File: config.mk
export PLATFORM = sky130hd
export DESIGN_NAME = bcd_tick_counter
export DESIGN_NICKNAME = d
export VERILOG_FILES = /design/src/rtl/bcd_cnt_pkg.sv /design/src/rtl/tick_prescaler.sv /design/src/rtl/bcd_tick_counter.sv
export SDC_FILE = /design/constraint.sdc
export NUM_CORES = 1
export LEC_CHECK = 0
export CELL_PAD_IN_SITES_DETAIL_PLACEMENT = 0
export CELL_PAD_IN_SITES_GLOBAL_PLACEMENT = 1
export CORE_MARGIN = 2
export CORE_UTILIZATION = 30
export CTS_BUF_LIST = sky130_fd_sc_hd__clkbuf_2
export CTS_CLUSTER_DIAMETER = 60
export CTS_CLUSTER_SIZE = 40
export DETAILED_ROUTE_END_ITERATION = 8
export GPL_ROUTABILITY_DRIVEN = 0
export PLACE_DENSITY = 0.68
export SYNTH_ARGS = -nofsm -noshare
export SYNTH_HDL_FRONTEND = slang
export SYNTH_SLANG_ARGS = --single-unit
File: constraint.sdc
create_clock -name iCLK -period 2.75 [get_ports iCLK]
set_input_delay 0.55 -clock iCLK [delete_from_list [all_inputs] [get_ports iCLK]]
set_output_delay 0.55 -clock iCLK [all_outputs]
set_load 0.01 [all_outputs]
File: src/rtl/bcd_cnt_pkg.sv
// Shared types and helpers for the BCD tick counter.
package bcd_cnt_pkg;

    typedef logic [3:0] bcd_digit_t;

    localparam bcd_digit_t BCD_MAX = 4'd9;

    // Prescale ratio; zero TICK_HZ yields 0 so the range check trips cleanly
    function automatic int unsigned calcDiv(input int unsigned clkHz, input int unsigned tickHz);
        if (tickHz == 0) begin
            return 0;
        end
        return clkHz / tickHz;
    endfunction

endpackage

File: src/rtl/tick_prescaler.sv
// Divide-by-DIV prescaler producing a registered one-cycle tick pulse.
module tick_prescaler #(
    parameter int unsigned DIV = 4
) (
    input  logic iCLK,
    input  logic iRST,
    input  logic iEN,
    input  logic iCLR,
    output logic oTICK
);

    localparam int unsigned CNT_W = (DIV < 2) ? 1 : $clog2(DIV);
    localparam logic [CNT_W-1:0] CNT_LAST = CNT_W'(DIV - 1);

    generate
        if (DIV < 2) begin : gDivCheck
            $error("tick_prescaler: DIV must be at least 2");
        end
    endgenerate

    logic [CNT_W-1:0] cntQ;
    logic             tickQ;

    // Count enabled cycles; the tick lands in the cycle after the count leaves its last value
    always_ff @(posedge iCLK or posedge iRST) begin
        if (iRST) begin
            cntQ  <= '0;
            tickQ <= 1'b0;
        end else if (iCLR) begin
            cntQ  <= '0;
            tickQ <= 1'b0;
        end else if (iEN) begin
            if (cntQ == CNT_LAST) begin
                cntQ  <= '0;
                tickQ <= 1'b1;
            end else begin
                cntQ  <= cntQ + 1'b1;
                tickQ <= 1'b0;
            end
        end else begin
            // Disabled: count frozen, tick forced low
            tickQ <= 1'b0;
        end
    end

    assign oTICK = tickQ;

endmodule

File: src/rtl/bcd_tick_counter.sv
// Multi-digit up/down BCD counter stepped by a divided-down tick.
// Define BCD_CNT_LOAD_EN to add the iLOAD / iLOAD_VAL synchronous load path.
module bcd_tick_counter
    import bcd_cnt_pkg::*;
#(
    parameter int unsigned CLK_HZ  = 50_000_000,
    parameter int unsigned TICK_HZ = 4,
    parameter int unsigned DIGITS  = 2
) (
    input  logic                  iCLK,
    input  logic                  iRST,
    input  logic                  iEN,
    input  logic                  iDIR,
    input  logic                  iCLR,
`ifdef BCD_CNT_LOAD_EN
    input  logic                  iLOAD,
    input  logic [4*DIGITS-1:0]   iLOAD_VAL,
`endif
    output logic [4*DIGITS-1:0]   oBCD,
    output logic                  oTICK,
    output logic                  oCARRY
);

    localparam int unsigned DIV = calcDiv(CLK_HZ, TICK_HZ);

    generate
        if (DIGITS < 1 || DIGITS > 8) begin : gDigitsCheck
            $error("bcd_tick_counter: DIGITS must be in 1..8");
        end
    endgenerate

    logic                tickPulse;
    logic                doStep;
    logic                wrap;
    logic [4*DIGITS-1:0] bcdQ;
    logic                carryQ;
    logic [DIGITS-1:0]   atEdge;
    logic [DIGITS-1:0]   lowAll;
    logic [4*DIGITS-1:0] stepBcd;

    tick_prescaler #(
        .DIV(DIV)
    ) uPrescaler (
        .iCLK (iCLK),
        .iRST (iRST),
        .iEN  (iEN),
        .iCLR (iCLR),
        .oTICK(tickPulse)
    );

    // A step happens on the edge that closes a tick cycle while still enabled
    assign doStep = tickPulse & iEN;

    // Digit chain: a digit moves only when every lower digit is about to wrap
    for (genvar i = 0; i < DIGITS; i++) begin : gDigit
        bcd_digit_t cur;
        bcd_digit_t upVal;
        bcd_digit_t dnVal;

        assign cur       = bcdQ[4*i +: 4];
        assign atEdge[i] = iDIR ? (cur == 4'd0) : (cur == BCD_MAX);
        assign upVal     = (cur == BCD_MAX) ? 4'd0 : cur + 4'd1;
        assign dnVal     = (cur == 4'd0) ? BCD_MAX : cur - 4'd1;

        if (i == 0) begin : gLsd
            assign lowAll[i] = 1'b1;
        end else begin : gUpper
            assign lowAll[i] = &atEdge[i-1:0];
        end

        assign stepBcd[4*i +: 4] = !lowAll[i] ? cur : (iDIR ? dnVal : upVal);
    end

    // All digits at their limit means this step rolls the whole count over
    assign wrap = &atEdge;

`ifdef BCD_CNT_LOAD_EN
    logic [4*DIGITS-1:0] loadBcd;

    // Out-of-range load digits saturate at 9
    for (genvar i = 0; i < DIGITS; i++) begin : gLoad
        bcd_digit_t lv;
        assign lv                = iLOAD_VAL[4*i +: 4];
        assign loadBcd[4*i +: 4] = (lv > BCD_MAX) ? BCD_MAX : lv;
    end
`endif

    // Count register with clear > load > step priority; carry flags only a stepped wrap
    always_ff @(posedge iCLK or posedge iRST) begin
        if (iRST) begin
            bcdQ   <= '0;
            carryQ <= 1'b0;
        end else if (iCLR) begin
            bcdQ   <= '0;
            carryQ <= 1'b0;
`ifdef BCD_CNT_LOAD_EN
        end else if (iLOAD) begin
            bcdQ   <= loadBcd;
            carryQ <= 1'b0;
`endif
        end else if (doStep) begin
            bcdQ   <= stepBcd;
            carryQ <= wrap;
        end else begin
            carryQ <= 1'b0;
        end
    end

    assign oBCD   = bcdQ;
    assign oTICK  = tickPulse;
    assign oCARRY = carryQ;

endmodule

==> results.toml, run 1 <==
[floorplanning]
die_y_um = 87.0
initial_core_utilization = 0.307
core-area_mm2 = 0.00672
rows = 30
die_outline_area_mm2 = 0.00756
top_level_ports = 15
die_x_um = 87.0

[timing]
finalMaxSlewViolations = 0
timing.final.ws_setup_ns = 0.684
fmax_mhz = 484
setup_viol = 0
fin_crit_ns = 2.07
fin_crit_sh = 0.751
timing_hold_violations_final = 0
tightestPinTransition_ns = 0.612
skew_ns = 0.0168
fin_setup_tns_ns = 0
rsz0062_at_grt = "no"
slew-limit-headroom = 0.588

[critical_path]
critPathMaxStageDelay_ns = 0.60
crit_type = "reg -> out"
crit_arrival_ns = 1.52
crit_family = "buffers and inverters"
rr_startpoint = "uPrescaler.cntQ[13]"
timing.critical_path.to_type = "output pin"
critical_path_buf_inv_count = 1
cp-start-kind = "register"
crit_path_cell_trace = "clkdlybuf4s50_1"
worst-path-max-fanout = 9
timing.critical_path.required_ns = 2.20
startpoint = "oBCD[6]"
cp_max_stage_cell = "sky130_fd_sc_hd__clkdlybuf4s50_1"

[detailed_routing]
routed-via-count = 1757
wl_met3_um = 155
drt_iter0_markers = 57
met2RoutedLength_um = 2150
drc_violations = 0
routed_wl_um = 4790
drtAntennaViolNets = 0
dr.max_layer_used = "met4"
routed_via_density = 5.20
routedLengthMet1_um = 2450
avgRoutedWirePerCell_um = 14.2
drt-pass1-iter-count = 4

[logic_synthesis]
post_synth_num_cell_types = 48
synth.ff_latch_count = 34
postSynth.asyncResetShare = 1.00
synth-seq-area-share = 0.412
net_count_after_synthesis = 244
synthesis.area_mm2 = 0.00206
avgSynthCellArea_um2 = 8.79
postSynthCellCount = 235
synth-edff-count = 0
synth.yosys.warnings = 0
synth_ff_type = "sky130_fd_sc_hd__dfrtp_1"

[job]
cap_viol_max_count = 0

[cells_and_area]
layout_common_cells = "sky130_fd_sc_hd__dfrtp_1 (34), sky130_fd_sc_hd__nor2_1 (31), sky130_fd_sc_hd__nand2_1 (22)"
drive_above_1_share = 0.101
antenna_cells_inserted = 0
area.growth.synth_to_final_pct = 14.8
post_layout_nonfiller_instances = 338
fin_util = 0.353
final_common_cell = "sky130_fd_sc_hd__dfrtp_1"
fillCellCount = 712
fin_nets = 267

[grt]
globalRouteOverflowTotal = 0
number_of_antenna_violations_at_the_first_check_in_global_routing = 0
pin_count_of_the_biggest_net_entering_global_routing = 35
grt_use_total = 0.137
grt_pass1_vias = 1681
grt_pass1_wl_um = 8220

[clock_tree]
path_clk_slew_ns = 0.17
clock_tree.htree_level_count = 2
cts.repair_timing.setup_buffer_count = 0
clock_path_buffers = 2
clock-sinks = 34
numCtsBuffers = 5
root_buffer = "sky130_fd_sc_hd__clkbuf_2"
clk_latency_worst_skew_pair_ns = 0.36
hold_buffers = 0
tritoncts = "built"
ctsResizeCount = 0

[pwr]
power.total_mw = 0.791
p_per_area_mw_per_mm2 = 334
power.leakage_nw = 0.926
irDropWorstVdd_mv = 0.174

[placed_design]
numPortBuffers = 14
dpl.hpwl_um = 3490
place_inst = 331
placement.setup.worst_slack_ns = 0.328

[min_path]
hold_crit_class = "in -> async"

[status]
outcome = "finished, final reports clean"
[area by class of cell]
| class | count | area, µm² | share of cell area |
|---|---|---|---|
| Clock buffer | 7 | 35.0 | 0.0148 |
| Multi-Input combinational cell | 186 | 1150 | 0.484 |
| Sequential cell | 34 | 851 | 0.359 |
| Timing Repair Buffer | 23 | 208 | 0.0876 |
| Tap cell | 80 | 100 | 0.0422 |
| Inverter | 8 | 30.0 | 0.0127 |
[synthesized netlist by cell type, types with 4 or more instances]
cell | number | area [µm²]
sky130_fd_sc_hd__dfrtp_1 | 34 | 851
sky130_fd_sc_hd__o21ai_0 | 9 | 45.0
sky130_fd_sc_hd__ha_1 | 4 | 50.1
sky130_fd_sc_hd__nor4_1 | 5 | 31.3
sky130_fd_sc_hd__a21oi_1 | 14 | 70.1
sky130_fd_sc_hd__xor2_1 | 12 | 105
sky130_fd_sc_hd__nand4_1 | 11 | 68.8
sky130_fd_sc_hd__inv_1 | 8 | 30.0
sky130_fd_sc_hd__xnor2_1 | 4 | 35.0
sky130_fd_sc_hd__clkbuf_1 | 4 | 15.0
sky130_fd_sc_hd__nor3_1 | 4 | 20.0
sky130_fd_sc_hd__nor2_1 | 31 | 116
sky130_fd_sc_hd__nand3_1 | 15 | 75.1
sky130_fd_sc_hd__nand2_1 | 22 | 82.6
[per-stage QoR]
stage	cell area [µm²]	hold WS (ns)
floorplan	2060	0.505
global placement	2340	0.549
detailed placement	2340	0.561
CTS	2370	0.560
global route	2370	0.579
finish	2370	0.548
[where the power goes]
part / total (mW) / leakage (nW) / switching [mW] / internal, mW
clock: 0.224 / 0.0291 / 0.158 / 0.0663
combinational: 0.0610 / 0.423 / 0.0387 / 0.0223
sequential: 0.506 / 0.474 / 0.00318 / 0.503
[worst paths after layout]
path	end	slack [ns]	cells past startpoint
worst max-delay path	oBCD[6]	0.68	1
worst min-delay path	oBCD[6]	0.55	3
worst max register to register	uPrescaler.cntQ[22]	0.78	5
worst min register to register	uPrescaler.cntQ[0]	0.58	1
max in group asynchronous	oBCD[3]	1.88	3
min in group iCLK	uPrescaler.cntQ[0]	0.58	1
[sequential cells by signal, indices dropped and copies added, names as in the netlist]
name	cells
oBCD	8
oCARRY	1
uPrescaler.cntQ	24
uPrescaler.oTICK	1
[logic make-up (layout without fill, tap and decap cells)]
family / after synthesis / after routing / share of synthesized area
adder cells (fa/ha/maj): 4 / 4 / 0.0242
flip-flops: 34 / 34 / 0.412
buffers and inverters: 15 / 38 / 0.0321
multiplexers: 1 / 1 / 0.00727
XOR/XNOR: 16 / 16 / 0.0679
AND/OR/NAND/NOR: 120 / 120 / 0.318
AO/OA/AOI/OAI: 45 / 45 / 0.138
[layer usage]
layer  vias up  track usage
met2        25        0.210
met5         -            0
met4         0       0.0384
met1       826        0.195
met3         5       0.0294
li1        901            -
Power figures use the tool's default switching activity.
==> inputs of run 2 (changes only) <==
==> constraint.sdc (replaced) <==
create_clock -name iCLK -period 2.1 [get_ports iCLK]
set_input_delay 0.42 -clock iCLK [delete_from_list [all_inputs] [get_ports iCLK]]
set_output_delay 0.42 -clock iCLK [all_outputs]
set_load 0.01 [all_outputs]
==> run 2 against run 1 <==
Global-route usage increased by 0.20 points. Critical path type unchanged. Combinational power increased by 50%. Sequential cell count unchanged. Clock power increased by 27%. Total power increased by 31%. Non-clock buffer count increased by 17.
==> results.toml, run 2 (synthesis results as in run 1) <==
[critical_path]
cp_max_stage_cell = "sky130_fd_sc_hd__clkdlybuf4s50_1"
crit_type = "reg -> out"
crit_arrival_ns = 1.48
crit_family = "buffers and inverters"
crit_path_cell_trace = "clkdlybuf4s50_1"
cp-start-kind = "register"
timing.critical_path.to_type = "output pin"
critical_path_buf_inv_count = 1
timing.critical_path.required_ns = 1.68
worst-path-max-fanout = 9
critPathMaxStageDelay_ns = 0.59

[grt]
grt_pass1_wl_um = 8390
number_of_antenna_violations_at_the_first_check_in_global_routing = 0
globalRouteOverflowTotal = 0
grt_pass1_vias = 1764
grt_use_total = 0.139
pin_count_of_the_biggest_net_entering_global_routing = 35

[clock_tree]
hold_buffers = 0
clock-sinks = 34
ctsResizeCount = 0
numCtsBuffers = 5
path_clk_slew_ns = 0.17
cts.repair_timing.setup_buffer_count = 0
tritoncts = "built"
clock_path_buffers = 2
clock_tree.htree_level_count = 2
root_buffer = "sky130_fd_sc_hd__clkbuf_2"
clk_latency_worst_skew_pair_ns = 0.36

[timing]
finalMaxSlewViolations = 0
fin_setup_tns_ns = 0
skew_ns = 0.0166
tightestPinTransition_ns = 0.547
rsz0062_at_grt = "no"
timing_hold_violations_final = 0
slew-limit-headroom = 0.632
fin_crit_sh = 0.903
fin_hold_ws_ns = 0.428
timing.final.ws_setup_ns = 0.204
fmax_mhz = 527
setup_viol = 0
fin_crit_ns = 1.90

[detailed_routing]
drt-pass1-iter-count = 4
routed-via-count = 1850
wl_met3_um = 179
routed_via_density = 5.21
routedLengthMet1_um = 2480
drtAntennaViolNets = 0
routed_wl_um = 4960
dr.max_layer_used = "met4"
drc_violations = 0
met2RoutedLength_um = 2260
drt_iter0_markers = 77
avgRoutedWirePerCell_um = 14.0

[floorplanning]
die_outline_area_mm2 = 0.00756
core-area_mm2 = 0.00672
rows = 30
die_y_um = 87.0
initial_core_utilization = 0.307
die_x_um = 87.0
top_level_ports = 15

[pwr]
internal_power_mw = 0.768
irDropWorstVdd_mv = 0.216
combPwrFrac = 0.088
power.share.clock = 0.274
power.leakage_nw = 1.02
power_switching_mw = 0.270
p_seq_frac = 0.638
swShare = 0.260
p_per_area_mw_per_mm2 = 413
power.total_mw = 1.04

[cells_and_area]
layout_common_cells = "sky130_fd_sc_hd__dfrtp_1 (34), sky130_fd_sc_hd__nor2_1 (31), sky130_fd_sc_hd__buf_4 (25)"
area.growth.synth_to_final_pct = 21.6
drive_above_1_share = 0.156
largest_reg_flops = 24
fin_nets = 284
regMostFlops = "uPrescaler.cntQ"
fillCellCount = 681
final_common_cell = "sky130_fd_sc_hd__dfrtp_1"
antenna_cells_inserted = 0
fin_util = 0.374
finish.instance_area_mm2 = 0.00251
post_layout_nonfiller_instances = 355

[placed_design]
placement.setup.worst_slack_ns = -0.140
dpl.hpwl_um = 3650
total_placed_instance_area_mm2 = 0.00248
place_inst = 348
numPortBuffers = 14

[min_path]
hold_crit_class = "in -> async"

[job]
cap_viol_max_count = 0

[status]
outcome = "finished, final reports clean"
-- run 2: changes by cell type in the layout (fill, tap and decap cells not counted), sizes merged --
| cell | change |
|---|---|
| buf | +17 |
| clkbuf | -2 |
| clkinv | +2 |
-- run 2: cell type report --
class / instances / area [µm²] / area share
clock buffers: 5 / 25.0 / 0.00997
clock inverters: 2 / 10.0 / 0.00399
inverters: 8 / 30.0 / 0.0120
multi-input cells: 186 / 1150 / 0.457
flip-flops and latches: 34 / 851 / 0.339
well taps: 80 / 100 / 0.0399
repair buffers: 40 / 348 / 0.139
-- run 2: layer usage --
layer	vias up	GRT usage
met4	0	0.0355
met5	-	0
met2	40	0.226
met1	873	0.190
li1	932	-
met3	5	0.0284
-- run 2: path summary, 6_finish.rpt --
check / startpoint / endpoint / slack [ns] / depth (start not counted)
max in group asynchronous: iRST / uPrescaler.cntQ[2] / 1.35 / 3
worst min-delay path: iRST / oBCD[5] / 0.43 / 3
worst min register to register: uPrescaler.cntQ[0] / uPrescaler.cntQ[0] / 0.58 / 1
worst max-delay path: oBCD[6] / oBCD[6] / 0.20 / 1
worst max register to register: uPrescaler.cntQ[8] / uPrescaler.cntQ[23] / 0.30 / 5
min in group iCLK: uPrescaler.cntQ[0] / uPrescaler.cntQ[0] / 0.58 / 1
-- run 2: power groups by stage --
stage	registers, mW	clock network, mW	logic (mW)
after floorplan	0.673	0	0.0495
after global placement	0.674	0	0.0919
after detailed placement	0.674	0	0.0930
after CTS	0.663	0.303	0.0931
after global routing	0.664	0.341	0.103
final	0.662	0.284	0.0912
==> inputs of run 3 (changes only) <==
--- a/config.mk
+++ b/config.mk
@@ -5,6 +5,7 @@
 export SDC_FILE = /design/constraint.sdc
 export NUM_CORES = 1
 export LEC_CHECK = 0
+export ABC_CLOCK_PERIOD_IN_PS = 2100
 export CELL_PAD_IN_SITES_DETAIL_PLACEMENT = 0
 export CELL_PAD_IN_SITES_GLOBAL_PLACEMENT = 1
 export CORE_MARGIN = 2
==> results of run 3 <==
The final DEF is identical to that of run 2; final timing and power are the same.
